`src/rtl/text_buffer_writer_pkg.sv`:
```
// Shared definitions for the text buffer writer: character codes,
// buffer geometry and FSM state encodings.
package text_buffer_writer_pkg;

  localparam int unsigned ROW_BITS = 2;
  localparam int unsigned COL_BITS = 4;

  localparam logic [7:0] CHAR_SPACE = 8'h20;
  localparam logic [7:0] CHAR_LF    = 8'h0A;
  localparam logic [7:0] CHAR_CR    = 8'h0D;
  localparam logic [7:0] CHAR_BS    = 8'h08;
  localparam logic [7:0] CHAR_FF    = 8'h0C;
  localparam logic [7:0] PRINT_MIN  = 8'h20;
  localparam logic [7:0] PRINT_MAX  = 8'h7E;

  localparam logic [1:0] ST_IDLE    = 2'd0;
  localparam logic [1:0] ST_CLR_ALL = 2'd1;
  localparam logic [1:0] ST_SCROLL  = 2'd2;
  localparam logic [1:0] ST_CLR_ROW = 2'd3;

  function automatic logic is_print(input logic [7:0] b);
    return (b >= PRINT_MIN) && (b <= PRINT_MAX);
  endfunction

endpackage

```
`src/rtl/text_buffer_writer_ram.sv`:
```
// 64x8 character store.
//   clk                        write clock
//   we_i/waddr_i/wdata_i       synchronous write port
//   raddr_a_i -> rdata_a_o     asynchronous read (renderer)
//   raddr_b_i -> rdata_b_o     asynchronous read (scroll source)
module text_buffer_writer_ram (
  input  logic       clk,
  input  logic       we_i,
  input  logic [5:0] waddr_i,
  input  logic [7:0] wdata_i,
  input  logic [5:0] raddr_a_i,
  output logic [7:0] rdata_a_o,
  input  logic [5:0] raddr_b_i,
  output logic [7:0] rdata_b_o
);

  logic [7:0] mem_q [64];

  always_ff @(posedge clk) begin
    if (we_i) mem_q[waddr_i] <= wdata_i;
  end

  assign rdata_a_o = mem_q[raddr_a_i];
  assign rdata_b_o = mem_q[raddr_b_i];

endmodule

```
`src/rtl/text_buffer_writer.sv`:
```
// Owner of the 4x16 text buffer read by the renderer. Consumes a byte stream
// on a valid/ready handshake, stores printable characters at the cursor and
// interprets CR/LF/BS/FF; wraps or scrolls at the bottom row.
//   clk, reset        single clock, synchronous active-high reset
//   in_data/in_valid  input byte stream
//   in_ready          high only in IDLE
//   busy              clear/scroll sequence running (== !in_ready)
//   cursor_addr       {row,col} of the next write
//   charAddress       renderer read address {row,col}
//   charOutput        buffer[charAddress], same cycle
// Buffer contents have no reset; the CLR_ALL sequence entered on reset
// establishes them.
module text_buffer_writer
  import text_buffer_writer_pkg::*;
#(
  parameter int SCROLL_EN = 1
) (
  input  logic       clk,
  input  logic       reset,
  input  logic [7:0] in_data,
  input  logic       in_valid,
  output logic       in_ready,
  output logic       busy,
  output logic [5:0] cursor_addr,
  input  logic [5:0] charAddress,
  output logic [7:0] charOutput
);

  logic [1:0]          state_q, state_d;
  logic [5:0]          cnt_q, cnt_d;
  logic [5:0]          cursor_q, cursor_d;
  logic [ROW_BITS-1:0] row_clr_q, row_clr_d;

  logic                we;
  logic [5:0]          waddr;
  logic [7:0]          wdata;
  logic [7:0]          scroll_src;
  logic                newline;

  logic [ROW_BITS-1:0] row;
  logic [COL_BITS-1:0] col;

  assign row = cursor_q[5:4];
  assign col = cursor_q[3:0];

  text_buffer_writer_ram u_ram (
    .clk       (clk),
    .we_i      (we),
    .waddr_i   (waddr),
    .wdata_i   (wdata),
    .raddr_a_i (charAddress),
    .rdata_a_o (charOutput),
    .raddr_b_i (cnt_q + 6'd16),
    .rdata_b_o (scroll_src)
  );

  always_comb begin
    state_d   = state_q;
    cnt_d     = cnt_q;
    cursor_d  = cursor_q;
    row_clr_d = row_clr_q;
    we        = 1'b0;
    waddr     = cursor_q;
    wdata     = CHAR_SPACE;
    newline   = 1'b0;

    case (state_q)
      ST_IDLE: begin
        if (in_valid) begin
          if (is_print(in_data)) begin
            we            = 1'b1;
            wdata         = in_data;
            cursor_d[3:0] = col + 4'd1;
            newline       = (col == 4'hF);
          end else begin
            case (in_data)
              CHAR_LF: begin
                cursor_d[3:0] = '0;
                newline       = 1'b1;
              end
              CHAR_CR: cursor_d[3:0] = '0;
              CHAR_BS: begin
                if (col != '0) begin
                  cursor_d[3:0] = col - 4'd1;
                  we            = 1'b1;
                  waddr         = {row, col - 4'd1};
                end
              end
              CHAR_FF: begin
                cursor_d = '0;
                cnt_d    = '0;
                state_d  = ST_CLR_ALL;
              end
              default: ;
            endcase
          end

          // The cursor's row already advanced on this edge, so the sequence
          // that follows only has to clean up the buffer.
          if (newline) begin
            cnt_d = '0;
            if (row != 2'd3) begin
              cursor_d[5:4] = row + 2'd1;
              row_clr_d     = row + 2'd1;
              state_d       = ST_CLR_ROW;
            end else if (SCROLL_EN != 0) begin
              state_d = ST_SCROLL;
            end else begin
              cursor_d[5:4] = '0;
              row_clr_d     = '0;
              state_d       = ST_CLR_ROW;
            end
          end
        end
      end

      ST_CLR_ALL: begin
        we    = 1'b1;
        waddr = cnt_q;
        cnt_d = cnt_q + 6'd1;
        if (cnt_q == 6'd63) begin
          cursor_d = '0;
          state_d  = ST_IDLE;
        end
      end

      ST_SCROLL: begin
        we    = 1'b1;
        waddr = cnt_q;
        wdata = scroll_src;
        cnt_d = cnt_q + 6'd1;
        if (cnt_q == 6'd47) begin
          cnt_d     = '0;
          row_clr_d = 2'd3;
          state_d   = ST_CLR_ROW;
        end
      end

      default: begin // ST_CLR_ROW
        we    = 1'b1;
        waddr = {row_clr_q, cnt_q[3:0]};
        cnt_d = cnt_q + 6'd1;
        if (cnt_q == 6'd15) begin
          cnt_d   = '0;
          state_d = ST_IDLE;
        end
      end
    endcase
  end

  always_ff @(posedge clk) begin
    if (reset) begin
      state_q   <= ST_CLR_ALL;
      cnt_q     <= '0;
      cursor_q  <= '0;
      row_clr_q <= '0;
    end else begin
      state_q   <= state_d;
      cnt_q     <= cnt_d;
      cursor_q  <= cursor_d;
      row_clr_q <= row_clr_d;
    end
  end

  assign in_ready    = (state_q == ST_IDLE);
  assign busy        = (state_q != ST_IDLE);
  assign cursor_addr = cursor_q;

endmodule

```
`config.mk`:
```
export PLATFORM = sky130hd
export DESIGN_NAME = text_buffer_writer
export DESIGN_NICKNAME = d
export VERILOG_FILES = /design/src/rtl/text_buffer_writer_pkg.sv /design/src/rtl/text_buffer_writer_ram.sv /design/src/rtl/text_buffer_writer.sv
export SDC_FILE = /design/constraint.sdc
export NUM_CORES = 1
export LEC_CHECK = 0
export CAP_MARGIN = 15
export CORE_MARGIN = 3
export CORE_UTILIZATION = 35
export DETAILED_ROUTE_END_ITERATION = 8
export HOLD_SLACK_MARGIN = 0.1
export PLACE_DENSITY = 0.49
export SYNTH_ARGS = -nofsm -noshare
export SYNTH_HDL_FRONTEND = slang
export SYNTH_SLANG_ARGS = --single-unit
```
`constraint.sdc`:
```
create_clock -name clk -period 14.8 [get_ports clk]
set_input_delay 3.7 -clock clk [delete_from_list [all_inputs] [get_ports clk]]
set_output_delay 3.7 -clock clk [all_outputs]
set_load 0.1 [all_outputs]
```
---- Word level (Yosys, flattened, before mapping) ----
Memories as Yosys holds them, arrays and structs flattened.
Index checks and enable logic that the tools add are counted.
storage, ports and cells
  flip-flop bits (word level) ............. 16
  RAM bits ................................ 512
  bits of input ports ..................... 17
  output and inout bits ................... 16
  logic and storage cells ................. 96
  memories kept ........................... 1
memories
  memory       words  width  read ports  clocked after Yosys merged registers in  write ports  RTL line                      source
  u_ram.mem_q  64     8      2           0                                        1            text_buffer_writer_ram.sv:17  logic [7:0] mem_q [64];
cells by class
  $add $sub $neg .......................... 5
  order comparisons ....................... 2
  equality and inequality tests ........... 20
  muxes and demuxes ....................... 49
  reduce and logical (&&, ||, !) cells .... 14
operators with widths
  operator             number
  $mux 6               8
  $eq 8x4->1 const B   4
  $mux 2               14
  $mux 4               6
  $pmux 6 s2           2
  $pmux 6 s3           1
  $mux 8               2
  $pmux 8 s2           1
  $eq 6x6->1 const B   2
  $mux 1               12
  $reduce_and 5->1     2
  $ge 8x6->1 const B   1
  $le 8x7->1 const B   1
  $ne 2x2->1 const B   4
  $pmux 4 s2           1
  $reduce_bool 4->1    2
  $add 6x1->6 const B  1
  $add 6x5->6 const B  1
  $eq 6x4->1 const B   1
  $pmux 2 s3           1
  $reduce_and 3->1     2
  $reduce_and 6->1     1
  $reduce_bool 2->1    3
  $add 4x1->4 const B  1
  15 further kinds     16

---- Depth between registers and ports, before layout ----
  depth after elaboration ................. 8
  mapped depth ............................ 11
  gate-level depth less buffers ........... 8

---- Modules after synthesis ----
From an unflattened synthesis, not the netlist that was laid out.
unflattened totals
  cell total of the unflattened synthesis .. 1382
  area, all modules ....................... 25465.7 um^2
by module, submodules not included
  module                  instances  cells an instance  area an instance (um^2)  seq. area each (um^2)
  text_buffer_writer_ram  1          1195               23949.2                  15374.7
  text_buffer_writer      1          187                1516.5                   320.3

---- Worst setup path after synthesis ----
Ideal clock, no wire load.
  path kind ............................... input-to-output
  start ................................... input charAddress[0]
  end ..................................... output charOutput[2]
  arrival time ............................ 6.246 ns
  data required time ...................... 11.100 ns
  path slack .............................. 4.854 ns
  stages on the path ...................... 6
  path buffers ............................ 2
  cell sequence ........................... clkbuf_1 -> buf_1 -> mux4_2 -> mux4_2 -> a22oi_1 -> nand2_1
between the ends
  cells in the longest elaborated chain, start to end .. 1
ends and longest elaborated chain
  item             RTL line                  source
  start, declared  text_buffer_writer.sv:25  input logic [5:0] charAddress,
  $mem_v2 64x8     --
  end, declared    text_buffer_writer.sv:26  output logic [7:0] charOutput
Every way passes these cells.

---- Final worst setup path ----
  start ................................... input charAddress[0]
  end ..................................... output charOutput[1]
The elaborated chain is that of the path after synthesis.

==> reports/results.tsv <==
stage	metric	value	unit
run_status	status	finished clean	
pwr	vdd_drop_max	0.0920	mV
yosys	ys_top_cells_by_area	edfxtp_1 (60%), mux4_2 (24%), mux2i_1 (2.7%)	
yosys	synth_area_leader_cell	edfxtp_1	
setup_path	required	11.10	ns
global_routing	grtUsageTotal	0.204	
yosys	synth_cell_types	71	
setup_path	crit_type	in -> out	
timing	maxSlewHeadroom	0.209	
detailed_routing	avgRoutedWirePerCell	31.9	µm
clock_tree	ctsHtreeMaxLevel	2	
clock_tree	cts-root-buf	clkbuf_16	
yosys	yosys.area.top_type_share	0.601	
detailed_routing	first_pass_iters	5	
timing	fin_ws	3.43	ns
clock_tree	cts_made_buffers	59	
clock_tree	path_clk_slew	0.06	ns
floorplanning	ioPinCount	33	
placement	port_buffers	32	
clock_tree	postCtsSetupBuffers	0	
yosys	syn-cell-area	0.0256	mm²
floorplanning	start_util	0.355	
setup_path	reg2reg_from	cnt_q[2]	
yosys	ys_ff_latch	528	
timing	hold_viol_final	0	
timing	worstMarginPinSlew	1.18	ns
global_routing	antenna_found_initial	1	
global_routing	grt_overflow	0	
cells_and_area	fin_nets	1491	
yosys	syn-instance-count	1405	
floorplanning	dieArea	0.0763	mm²
timing	fin_skew	0.0241	ns
timing	tns	0	ns
detailed_routing	drt_iter0_drc	1464	
pwr	power_leakage	9.08	nW
detailed_routing	ant_nets	0	
yosys	synth.most_common_cell	edfxtp_1	
cells_and_area	fill_cells	6364	
setup_path	cpPeakStageDelay	0.99	ns
timing	period_needed	11.37	ns
clock_tree	cts.sinks	528	
timing	fmax	88.0	MHz
detailed_routing	vias	14800	
setup_path	slowest_stage	clkdlybuf4s50_1	
setup_path	cpMostUsedCell	mux4_2	
clock_tree	ctsResizeCount	0	
detailed_routing	routed_wirelength	78600	µm
floorplanning	die_x	276	µm
min_path	hp-start	row_clr_q[0]	
global_routing	grt_max_degree	72	
yosys	synth_nets	1433	
floorplanning	core	0.0720	mm²
yosys	syn_area_per_cell	18.2	µm²
detailed_routing	viasPerCell	5.99	
setup_path	endpoint_kind	output port	
cells_and_area	area_delta_synth_final	13.7	%
min_path	hold_class	reg -> reg	
timing	rsz0062_at_grt	no	
yosys	async_reset_ff_frac	0	
clock_tree	tritoncts	yes	
clock_tree	clk_latency	0.63	ns
timing	setup_viol	0	
cells_and_area	fin_util	0.404	
setup_path	path_max_fanout	71	
setup_path	crit_chain	buf_8, buf_12, mux4_2, mux4_2, a22oi_1, nand2_1, clkdlybuf4s50_1	
pwr	p_per_area	135	mW/mm²
timing	slew_viol_final	0	
yosys	yosysWarnings	0	
global_routing	grt_pass1_vias	15100	
detailed_routing	drc_errors	0	
yosys	yosys-top-cells-count	edfxtp_1 (512), mux4_2 (275), nor2_1 (93)	
clock_tree	ctsHoldBuffers	0	
yosys	ys_seq_area_frac	0.614	
floorplanning	die_h	276	µm
timing	min_period_over_period	0.768	
yosys	synth_edf_count	512	
placement	dp_hpwl	50200	µm
setup_path	cp_data_arrival_time	7.67	ns
placement	finalWeightedCongestion	0.803	
cells_and_area	drive_above_1_share	0.310	
clock_tree	clockBufferDepth	3	
placement	dp_slack	3.30	ns
yosys	ys.flop_type	edfxtp_1	
setup_path	startpoint	charAddress[0]	
floorplanning	core.rowCount	98	
job	drv_cap	0	
setup_path	critPathLaunchType	input port	
global_routing	grt_pass1_wl	113000	µm
==> critical path, delay by kind of cell <==
kind	cells	cell delay, ns
buffers and inverters	3	2.05
muxes	2	1.12
AOI/OAI and AO/OA	1	0.53
and+or+nand+nor	1	0.12
==> cell families after synthesis <==
kind of cell | share of synthesized area
compound gates | 0.0414
xor+xnor | 0.000343
fa+ha+maj | 0.00538
buf+inv | 0.0207
flops | 0.614
mux | 0.271
simple gates | 0.0479
==> report_power, final <==
| part | switching, mW | total (mW) | internal, mW |
|---|---|---|---|
| combinational | 0.458 | 0.790 | 0.332 |
| clock | 0.609 | 1.43 | 0.816 |
| sequential | 0.0468 | 1.71 | 1.66 |
| total | 1.11 | 3.92 | 2.81 |
==> cell usage in the layout, fill, tap and decap left out, drive strengths merged, types with 4 or more instances in the layout <==
| master | count |
|---|---|
| a221oi | 10 |
| inv | 23 |
| nor4 | 5 |
| bufinv | 5 |
| o21ai | 18 |
| nand3 | 14 |
| and2 | 8 |
| clkbuf | 71 |
| ha | 11 |
| nor2b | 17 |
| nor3 | 9 |
| a21oi | 37 |
| clkdlybuf4s50 | 28 |
| and3 | 4 |
| nor3b | 8 |
| nand2b | 4 |
| nor2 | 93 |
| mux4 | 275 |
| o31ai | 6 |
| a211oi | 8 |
| o211ai | 7 |
| or3 | 5 |
| clkinv | 28 |
| mux2i | 69 |
| a22oi | 41 |
| nand2 | 64 |
| dfxtp | 16 |
| buf | 69 |
| or2 | 4 |
| edfxtp | 512 |
==> routing by layer <==
layer | up-vias | GRT usage | part of all wire
li1 | 6058 | - | -
met1 | 7959 | 0.285 | 0.42
met2 | 610 | 0.327 | 0.48
met3 | 123 | 0.0393 | 0.072
met4 | 0 | 0.0607 | 0.028
met5 | - | 0 | 0
==> metrics by stage <==
step	area [µm²]	power, mW	hold WS, ns	cells
6_report	29100	3.92	0.485	2462
3_3_place_gp	27100	2.53	0.474	2346
5_1_grt	29100	4.06	0.525	2461
4_1_cts	29000	3.96	0.488	2457
2_1_floorplan	25600	2.27	0.452	1405
3_5_place_dp	27100	2.53	0.479	2348
==> registers in the layout (all words and copies together) (netlist names) <==
register,cells
u_ram.mem_q,512
cnt_q,6
cursor_addr,6
row_clr_q,2
state_q,2
==> cell type report <==
| type | instances | area (µm²) | area share |
|---|---|---|---|
| inverters | 19 | 71.3 | 0.00245 |
| diodes | 1 | 2.50 | 0.0000861 |
| well taps | 950 | 1190 | 0.0409 |
| multi-input cells | 758 | 9390 | 0.323 |
| clock buffers | 71 | 1520 | 0.0523 |
| repair buffers | 97 | 878 | 0.0302 |
| flip-flops and latches | 528 | 15700 | 0.540 |
| clock inverters | 38 | 322 | 0.0111 |
==> path summary, 6_finish.rpt <==
path | slack, ns | to | cells past startpoint
worst min-delay path | 0.48 | row_clr_q[0] | 2
worst max register to register | 9.88 | u_ram.mem_q[48][5] | 10
worst max-delay path | 3.43 | charOutput[1] | 7
worst min register to register | 0.48 | row_clr_q[0] | 2
Note: power is estimated with default switching activity, not from simulation.
